$ cat config.mk
export PLATFORM = sky130hd
export DESIGN_NAME = mm_matrix_responder
export DESIGN_NICKNAME = d
export VERILOG_FILES = /design/src/rtl/mm_matrix_responder.sv
export SDC_FILE = /design/constraint.sdc
export NUM_CORES = 2
export LEC_CHECK = 0
export ABC_AREA = 1
export CAP_MARGIN = 40
export CORE_ASPECT_RATIO = 0.9
export CORE_MARGIN = 2
export CORE_UTILIZATION = 60
export CTS_CLUSTER_SIZE = 20
export DETAILED_ROUTE_END_ITERATION = 10
export PLACE_DENSITY = 0.79
export SLEW_MARGIN = 20
export SYNTH_ARGS = -nofsm -noshare
export SYNTH_HDL_FRONTEND = slang
export SYNTH_SLANG_ARGS = --single-unit
$ cat constraint.sdc
create_clock -name clk -period 3.6 [get_ports clk]
set_input_delay 0.72 -clock clk [delete_from_list [all_inputs] [get_ports clk]]
set_output_delay 0.72 -clock clk [all_outputs]
set_load 0.01 [all_outputs]
$ cat src/rtl/mm_matrix_responder.sv
// Memory-side responder for the matrix-multiply engine: holds sizes, A and B,
// answers engine reads combinationally and captures result matrix C.
`timescale 1ns/1ps
module mm_matrix_responder #(
    parameter int N       = 20,
    parameter int MAX_DIM = 4,
    parameter int CW      = 16
) (
    input  logic             clk,
    input  logic             reset,
    input  logic             load_en,
    input  logic [1:0]       load_sel,
    input  logic [N-1:0]     load_row,
    input  logic [N-1:0]     load_col,
    input  logic [N-1:0]     load_data,
    input  logic             start,
    input  logic [N-1:0]     c_row,
    input  logic [N-1:0]     c_col,
    output logic [2*N-1:0]   c_data,
    output logic             mm_rst,
    input  logic [N-1:0]     i,
    input  logic [N-1:0]     j,
    input  logic             read,
    input  logic             write,
    input  logic             index,
    input  logic [2*N-1:0]   write_data,
    input  logic             finish,
    output logic [N-1:0]     read_data,
    output logic             done,
    output logic             err,
    output logic [CW-1:0]    cycles,
    output logic [CW-1:0]    wr_count
);

    localparam int DEPTH = MAX_DIM * MAX_DIM;
    localparam int AW    = $clog2(DEPTH);
    localparam logic [N-1:0] MAXD = N'(MAX_DIM);
    localparam logic [N-1:0] NSZ  = N'(3);

    typedef enum logic [1:0] {S_LOAD, S_ARM, S_RUN, S_DONE} state_t;

    state_t        state_q, state_d;
    logic [N-1:0]  s0_q, s0_d, s1_q, s1_d, s2_q, s2_d;
    logic          err_q, err_d;
    logic [CW-1:0] cycles_q, cycles_d;
    logic [CW-1:0] wr_q, wr_d;

    logic [N-1:0]   a_mem [DEPTH];
    logic [N-1:0]   b_mem [DEPTH];
    logic [2*N-1:0] c_mem [DEPTH];

    logic a_we, b_we, c_we, c_clr;
    logic ld_ok, ld_in;

    // Range checks happen on full-width indices before this truncation.
    function automatic logic [AW-1:0] addr(input logic [N-1:0] r,
                                           input logic [N-1:0] c);
        logic [N-1:0] t;
        t = r * MAXD + c;
        return t[AW-1:0];
    endfunction

    always_comb begin
        state_d  = state_q;
        s0_d     = s0_q;
        s1_d     = s1_q;
        s2_d     = s2_q;
        err_d    = err_q;
        cycles_d = cycles_q;
        wr_d     = wr_q;
        a_we     = 1'b0;
        b_we     = 1'b0;
        c_we     = 1'b0;
        c_clr    = 1'b0;
        ld_ok    = (state_q == S_LOAD) || (state_q == S_DONE);
        ld_in    = (load_row < MAXD) && (load_col < MAXD);

        if (load_en && !ld_ok)
            err_d = 1'b1;

        if (load_en && ld_ok) begin
            case (load_sel)
                2'd0: begin
                    if (load_row < NSZ) begin
                        if (load_data == '0 || load_data > MAXD) begin
                            err_d = 1'b1;
                        end else begin
                            case (load_row[1:0])
                                2'd0:    s0_d = load_data;
                                2'd1:    s1_d = load_data;
                                default: s2_d = load_data;
                            endcase
                        end
                    end
                end
                2'd1:    a_we = ld_in;
                2'd2:    b_we = ld_in;
                default: ;
            endcase
        end

        case (state_q)
            S_LOAD: if (start) state_d = S_ARM;
            S_ARM: begin
                cycles_d = '0;
                wr_d     = '0;
                c_clr    = 1'b1;
                state_d  = S_RUN;
            end
            S_RUN: begin
                if (cycles_q != '1)
                    cycles_d = cycles_q + CW'(1);
                if (!read && write) begin
                    if (i < s0_q && j < s2_q) begin
                        c_we = 1'b1;
                        wr_d = wr_q + CW'(1);
                    end else begin
                        err_d = 1'b1;
                    end
                end
                if (finish) state_d = S_DONE;
            end
            S_DONE: if (start) state_d = S_ARM;
            default: state_d = S_LOAD;
        endcase
    end

    always_ff @(posedge clk or posedge reset) begin
        if (reset) begin
            state_q  <= S_LOAD;
            s0_q     <= '0;
            s1_q     <= '0;
            s2_q     <= '0;
            err_q    <= 1'b0;
            cycles_q <= '0;
            wr_q     <= '0;
        end else begin
            state_q  <= state_d;
            s0_q     <= s0_d;
            s1_q     <= s1_d;
            s2_q     <= s2_d;
            err_q    <= err_d;
            cycles_q <= cycles_d;
            wr_q     <= wr_d;
        end
    end

    always_ff @(posedge clk) begin
        if (a_we) a_mem[addr(load_row, load_col)] <= load_data;
        if (b_we) b_mem[addr(load_row, load_col)] <= load_data;
        if (c_clr)
            c_mem <= '{default: '0};
        else if (c_we)
            c_mem[addr(i, j)] <= write_data;
    end

    // Engine samples read_data in the same cycle it drives i/j.
    always_comb begin
        read_data = '0;
        if (read && write) begin
            case (i)
                N'(0):   read_data = s0_q;
                N'(1):   read_data = s1_q;
                N'(2):   read_data = s2_q;
                default: read_data = '0;
            endcase
        end else if (read && !index) begin
            if (i < s0_q && j < s1_q)
                read_data = a_mem[addr(i, j)];
        end else if (read) begin
            if (i < s1_q && j < s2_q)
                read_data = b_mem[addr(i, j)];
        end
    end

    always_comb begin
        c_data = '0;
        if (c_row < s0_q && c_col < s2_q)
            c_data = c_mem[addr(c_row, c_col)];
    end

    assign mm_rst   = (state_q != S_RUN);
    assign done     = (state_q == S_DONE);
    assign err      = err_q;
    assign cycles   = cycles_q;
    assign wr_count = wr_q;

endmodule

Word-level counts from Yosys, hierarchy flattened:

Memories as Yosys holds them, arrays and structs flattened.
Cells that the tools add are included.

* register bits after elaboration: 735
* latch bits: 0
* memory bits (writable): 640
* bits in read-only memories: 0
* input bits: 190
* output and inout bits: 95
* logic and storage cells: 133
* memories: 2

Memories
* a_mem: words 16, width 20, read ports 1, clocked after memory_dff 0, write ports 1, line 48 `logic [N-1:0] a_mem [DEPTH];`
* b_mem: words 16, width 20, read ports 1, clocked after memory_dff 0, write ports 1, line 49 `logic [N-1:0] b_mem [DEPTH];`

* add/subtract/negate cells: 5
* $mul: 0
* divide/modulo/power cells: 0
* $lt $le $gt $ge: 13
* equality and inequality tests: 15
* shift operators: 0
* mux-type cells: 41
* bitwise logic cells: 4
* reductions and logical operators: 30

Operators with widths (number)
* $bwmux 640: 1
* $bmux 40 s4: 1
* $demux 40 s4: 1
* $mux 40: 4
* $lt 20x20->1: 6
* $mux 20: 5
* $pmux 16 s2: 2
* $pmux 20 s3: 1
* $mux 16: 3
* $logic_not 20->1: 2
* $lt 20x3->1 const B: 2
* $add 16x1->16 const B: 2
* $eq 20x1->1 const B: 1
* $eq 20x2->1 const B: 1
* $gt 20x3->1 const B: 1
* $lt 20x2->1 const B: 1
* $mux 1: 20
* $ne 16x16->1 const B: 1
* $reduce_and 5->1: 3
* $add 4x4->4: 3
* $logic_and 1x1->1: 11
* $ge 5x5->1 const B: 2
* $ne 2x2->1 const B: 5
* $not 4->5: 2
* other kinds (14): 27

Logic depth before layout (Yosys ltp):

* word-level depth: 12
* gate-level depth with buffers: 17

Worst setup path before layout:

No wires, ideal clock.

* kind: input-to-output
* start point: input port i[0]
* end point: output port read_data[11]
* data arrival time: 2.340 ns
* data required time: 2.880 ns
* setup slack: 0.540 ns
* stages: 14
* path buffers: 4
* cells stage by stage: ha_1 > buf_4 > inv_1 > buf_2 > nor2_2 > clkbuf_1 > buf_2 > nand2_1 > nand3_1 > nor2_1 > nand2_1 > nand2_1 > nand2_1 > nand2_1

* word-level cells in the longest chain between the ends: 6
* elaborated cells on any way between the ends: 16
* classes of those cells: add/sub: 1; order compare: 2; eq/ne: 2; mux: 6; reduce/logical: 3; memory: 2

Ends and longest elaborated chain
* start, declared: line 21 `input logic [N-1:0] i,`
* $add 4x4->4 / $lt 20x20->1 (equally long branches): line 59, 171
* $mem_v2 16x20 / $logic_and 1x1->1 (equally long branches)
* $mux 20: line 171 `if (i < s1_q && j < s2_q)`
* $mux 20: line 170 `end else if (read) begin`
* $mux 20: line 167 `end else if (read && !index) begin`
* $mux 20 *: line 160 `if (read && write) begin`
* end, declared: line 28 `output logic [N-1:0] read_data,`

Every way passes the cells marked *; elsewhere a longest branch is shown, timed or not.

Worst setup path in the final report:

* start point: input port c_row[19]
* end point: output port c_data[36]

* word-level cells in the longest chain between the ends: 3

Ends and longest elaborated chain
* start, declared: line 17 `input logic [N-1:0] c_row,`
* $lt 20x20->1: line 178 `if (c_row < s0_q && c_col < s2_q)`
* $logic_and 1x1->1: line 178
* $mux 40: line 178
* end, declared: line 19 `output logic [2*N-1:0] c_data,`

Every way passes these cells.

==> summary.log <==
qor: sta.timing.final.max_slew_violations 0
qor: sta.timing.max_slew.rel_slack 23.18%
qor: setup_path.crit_path_max_fanout 5
qor: synthesis.syn-cell-area 63580 sq um
qor: synthesis.synth.mux.area_fraction 1.905%
qor: setup_path.worst_r2r_endpoint c_mem[70]$_SDFFE_PP0P_
qor: sta.pin_slew_with_the_least_headroom_to_its_limit 1152 ps
qor: job.max-cap-violations 0
qor: detailed_routing.route.detailed.wl_per_inst 23.97 um
qor: layout.final_layout_size_suffix_gt1_share 14.87%
qor: synthesis.synthesis.nets 7643
qor: layout.finish.net_count 7943
qor: layout.layout_common_cells sky130_fd_sc_hd__nand2_1, sky130_fd_sc_hd__nor2_1, sky130_fd_sc_hd__a21oi_1
qor: synthesis.synth_top_family_by_area simple AND/OR/NAND/NOR gates
qor: synthesis.synthesized_area_divided_by_synthesized_cell_count 8.674 sq um
qor: global_routing.overflow 0
qor: layout.layoutNonFillerInstCount 9126
qor: setup_path.crit-reg2reg-launch s0_q[19]$_DFFE_PP0P_
qor: detailed_routing.detailed_router_iteration_count_before_antenna_repair 7
qor: setup_path.cpMaxStageDelayCell sky130_fd_sc_hd__clkdlybuf4s50_1
qor: layout.area_growth 20.89%
qor: setup_path.critPathKind input port to primary output
qor: setup_path.timing.critical_path.arrival 3080 ps
qor: placement.numPortBuffers 284
qor: pwr.cellPowerDensity 488.7 nW/um^2
qor: synthesis.yosys_warnings 0
qor: clock_tree.htree_levels 4
qor: synthesis.number_of_enable_type_register_cells_in_the_synthesized_netlist 640
qor: detailed_routing.route.detailed.drc 0
qor: floorplan.floorplan.die.height 312.8 um
qor: outcome.outcome complete, but fails checks
qor: sta.final.min_clock_period 3797 ps
qor: sta.finalClockSkew 20.23 ps
qor: floorplan.ios 285
qor: synthesis.seq_area_frac_synth 54.11%
qor: setup_path.crit_path_max_incr_delay 510 ps
qor: clock_tree.cts_tree yes
qor: layout.final_common_cell sky130_fd_sc_hd__nand2_1
qor: synthesis.synth-seq-cells 1375
qor: global_routing.maximum_number_of_pins_on_one_net_before_global_route_repair 210
qor: synthesis.area_share_of_fa_ha_maj_cells_after_synthesis 2.420%
qor: detailed_routing.route.vias.total 58070
qor: clock_tree.ctsHoldBuffers 0
qor: pwr.peakVddDrop 0.6281 mV
qor: sta.finalHoldWorstSlack 429.6 ps
qor: placement.dp.cells 8818
qor: floorplan.core.rowCount 113
qor: setup_path.worstPathRequired 2880 ps
qor: clock_tree.tritoncts_num_sinks 1375
qor: floorplan.floorplan.die_area 108600 sq um
qor: synthesis.synth-compound-area-share 12.48%
qor: setup_path.worst_setup_path_start_kind input port
qor: outcome.violations_in_the_final_reports setup timing
qor: placement.pre_cts_ws -804.7 ps
qor: clock_tree.cts_clock_pin_slew_for_the_worst_setup_and_hold_paths 60 ps
qor: clock_tree.cts_made_buffers 140
qor: synthesis.post_synth_inst_count 7330
qor: synthesis.post_synth_and_or_nand_nor_area_fraction 22.13%
qor: sta.hold_viol_final 0
qor: global_routing.grt_pass1_wl 327000 um
qor: floorplan.floorplan.initialDensity 60.36%
qor: sta.fmax 0.2634 GHz
qor: sta.setup_repair_after_global_routing_missed_its_margin true
qor: setup_path.timing.critical_path.mode_cell sky130_fd_sc_hd__nor2_4
qor: floorplan.fp.dieW 347.1 um
qor: clock_tree.cts.path.max_buffers 3
qor: synthesis.synth-async-reset-ratio 6.909%
qor: detailed_routing.finalWirelength 218700 um
qor: synthesis.synthXorXnorAreaFrac 0.2755%
qor: synthesis.synth_cell_types 45
qor: global_routing.globalRouteTotalUtil 39.15%
qor: sta.report.final.setup_viol 60
qor: setup_path.regToRegSetupSlack 520 ps
qor: sta.final_min_period_over_clock_period 105.5%
qor: placement.finalWeightedCongestion 0.9526
qor: clock_tree.worst_skew_pair.late_latency 770 ps
qor: global_routing.vias_in_the_first_global_route 54420
qor: setup_path.r2r_cells 15
qor: detailed_routing.routed_via_density 6.363
qor: detailed_routing.first_iter_violations 8574
qor: pwr.power.total 37560 uW
qor: global_routing.antenna_found_initial 15
qor: synthesis.ys.flop_type sky130_fd_sc_hd__edfxtp_1
qor: placement.detailed_place_hpwl 134000 um
qor: clock_tree.cts.root.buffer_cell sky130_fd_sc_hd__clkbuf_16
qor: pwr.p_leak 0.02923 uW
qor: floorplan.core_area 105300 sq um
qor: setup_path.endpoint_kind primary output
qor: hold_path.worst_hold_path_type input port to asynchronous set/reset pin
qor: detailed_routing.final_antenna_net_count 0
qor: setup_path.crit_chain clkdlybuf4s50_1 -> ha_4 -> nand2_4 -> nor2_4 -> nand2_2 -> nor4_4 -> nand2_1 -> nand3_2 -> or2_4 -> buf_12 -> clkbuf_16 -> nor2_4 -> buf_6
qor: sta.finalWorstSetupSlack -196.9 ps
## per-stage QoR
step | cell area (sq um) | TNS (ps) | util (%)
floorplan | 63580 | 0 | -
global placement | 70610 | -29920 | 67.03
detailed placement | 70630 | -31440 | 67.06
CTS | 75980 | -2629 | 72.13
global route | 76850 | -14340 | 72.96
finish | 76860 | -9034 | 72.97
## registers in the layout (all words and copies together) (netlist names), 2 cells and up
signal,flops
a_mem,320
s0_q,20
b_mem,320
s1_q,20
state_q,2
s2_q,20
c_mem,640
wr_count,16
cycles,16
## worst max path at each step
stage,startpoint,endpoint,slack (ps),cells after the start
final,c_row[19],c_data[36],-200,13
after global routing,s0_q[19]$_DFFE_PP0P_,read_data[3],-270,13
after CTS,s0_q[5]$_DFFE_PP0P_,c_data[34],-70,13
after detailed placement,j[1],read_data[6],-800,15
after global placement,j[1],read_data[6],-840,15
after floorplan,reset,cycles[0]$_DFFE_PP0P_,400,1
## cells by family after synthesis
kind of cell	Yosys count
simple gates	3246
compound gates	1459
flops	1375
buf+inv	986
fa+ha+maj	123
mux	121
xor+xnor	20
## routing by layer
layer / vias up / GRT usage [%] / share of wire, %
met2: 4093 / 58.36 / 43
met5: - / 0 / 0.12
li1: 25860 / - / -
met4: 14 / 17.21 / 4.9
met3: 755 / 11.33 / 15
met1: 27340 / 53.39 / 37
## power breakdown
group          internal [uW]  leakage (uW)  switching, uW
clock                   8250       0.00222           6300
combinational           1880        0.0151           4490
sequential             16500        0.0120            108
total                  26700        0.0292          10900
## final cells by class
type | count | area [sq um]
inverters | 341 | 1295
fillers | 7331 | 28470
clock inverters | 61 | 624.3
diodes | 8 | 20.02
repair buffers | 803 | 8702
flip-flops and latches | 1375 | 34410
clock buffers | 189 | 3910
multi-input cells | 4969 | 26180
well taps | 1380 | 1727
## what timing repair did
action                                  in CTS  in global routing
endpoints found under the setup margin      60                 60
cloned                                      14                  5
gates resized for setup                    441                156
setup buffers                               19                 13
pin swaps                                   49                 70
## synthesized netlist by cell type (41+ instances only)
library cell               number  area, sq um
sky130_fd_sc_hd__nand4_1      535         3347
sky130_fd_sc_hd__o21ai_0      381         1907
sky130_fd_sc_hd__buf_6         41        461.7
sky130_fd_sc_hd__edfxtp_1     640        19220
sky130_fd_sc_hd__clkbuf_1     417         1565
sky130_fd_sc_hd__mux2i_1      121         1211
sky130_fd_sc_hd__ha_1         123         1539
sky130_fd_sc_hd__nor2_1       985         3697
sky130_fd_sc_hd__o211ai_1     113        848.3
sky130_fd_sc_hd__o22ai_1      132        825.8
sky130_fd_sc_hd__nand3_1      177        885.9
sky130_fd_sc_hd__nand2_1     1433         5379
sky130_fd_sc_hd__inv_1        332         1246
sky130_fd_sc_hd__buf_2        159        795.8
sky130_fd_sc_hd__a21oi_1      779         3899
sky130_fd_sc_hd__dfrtp_1       95         2377
sky130_fd_sc_hd__dfxtp_1      640        12810
sky130_fd_sc_hd__or2_2         70        437.9
## critical path, delay by kind of cell
family	cells	cell delay [ps]
adder cells (fa/ha/maj)	1	360
buffers and inverters	4	1000
AND/OR/NAND/NOR	8	950
Power figures use the tool's default switching activity.
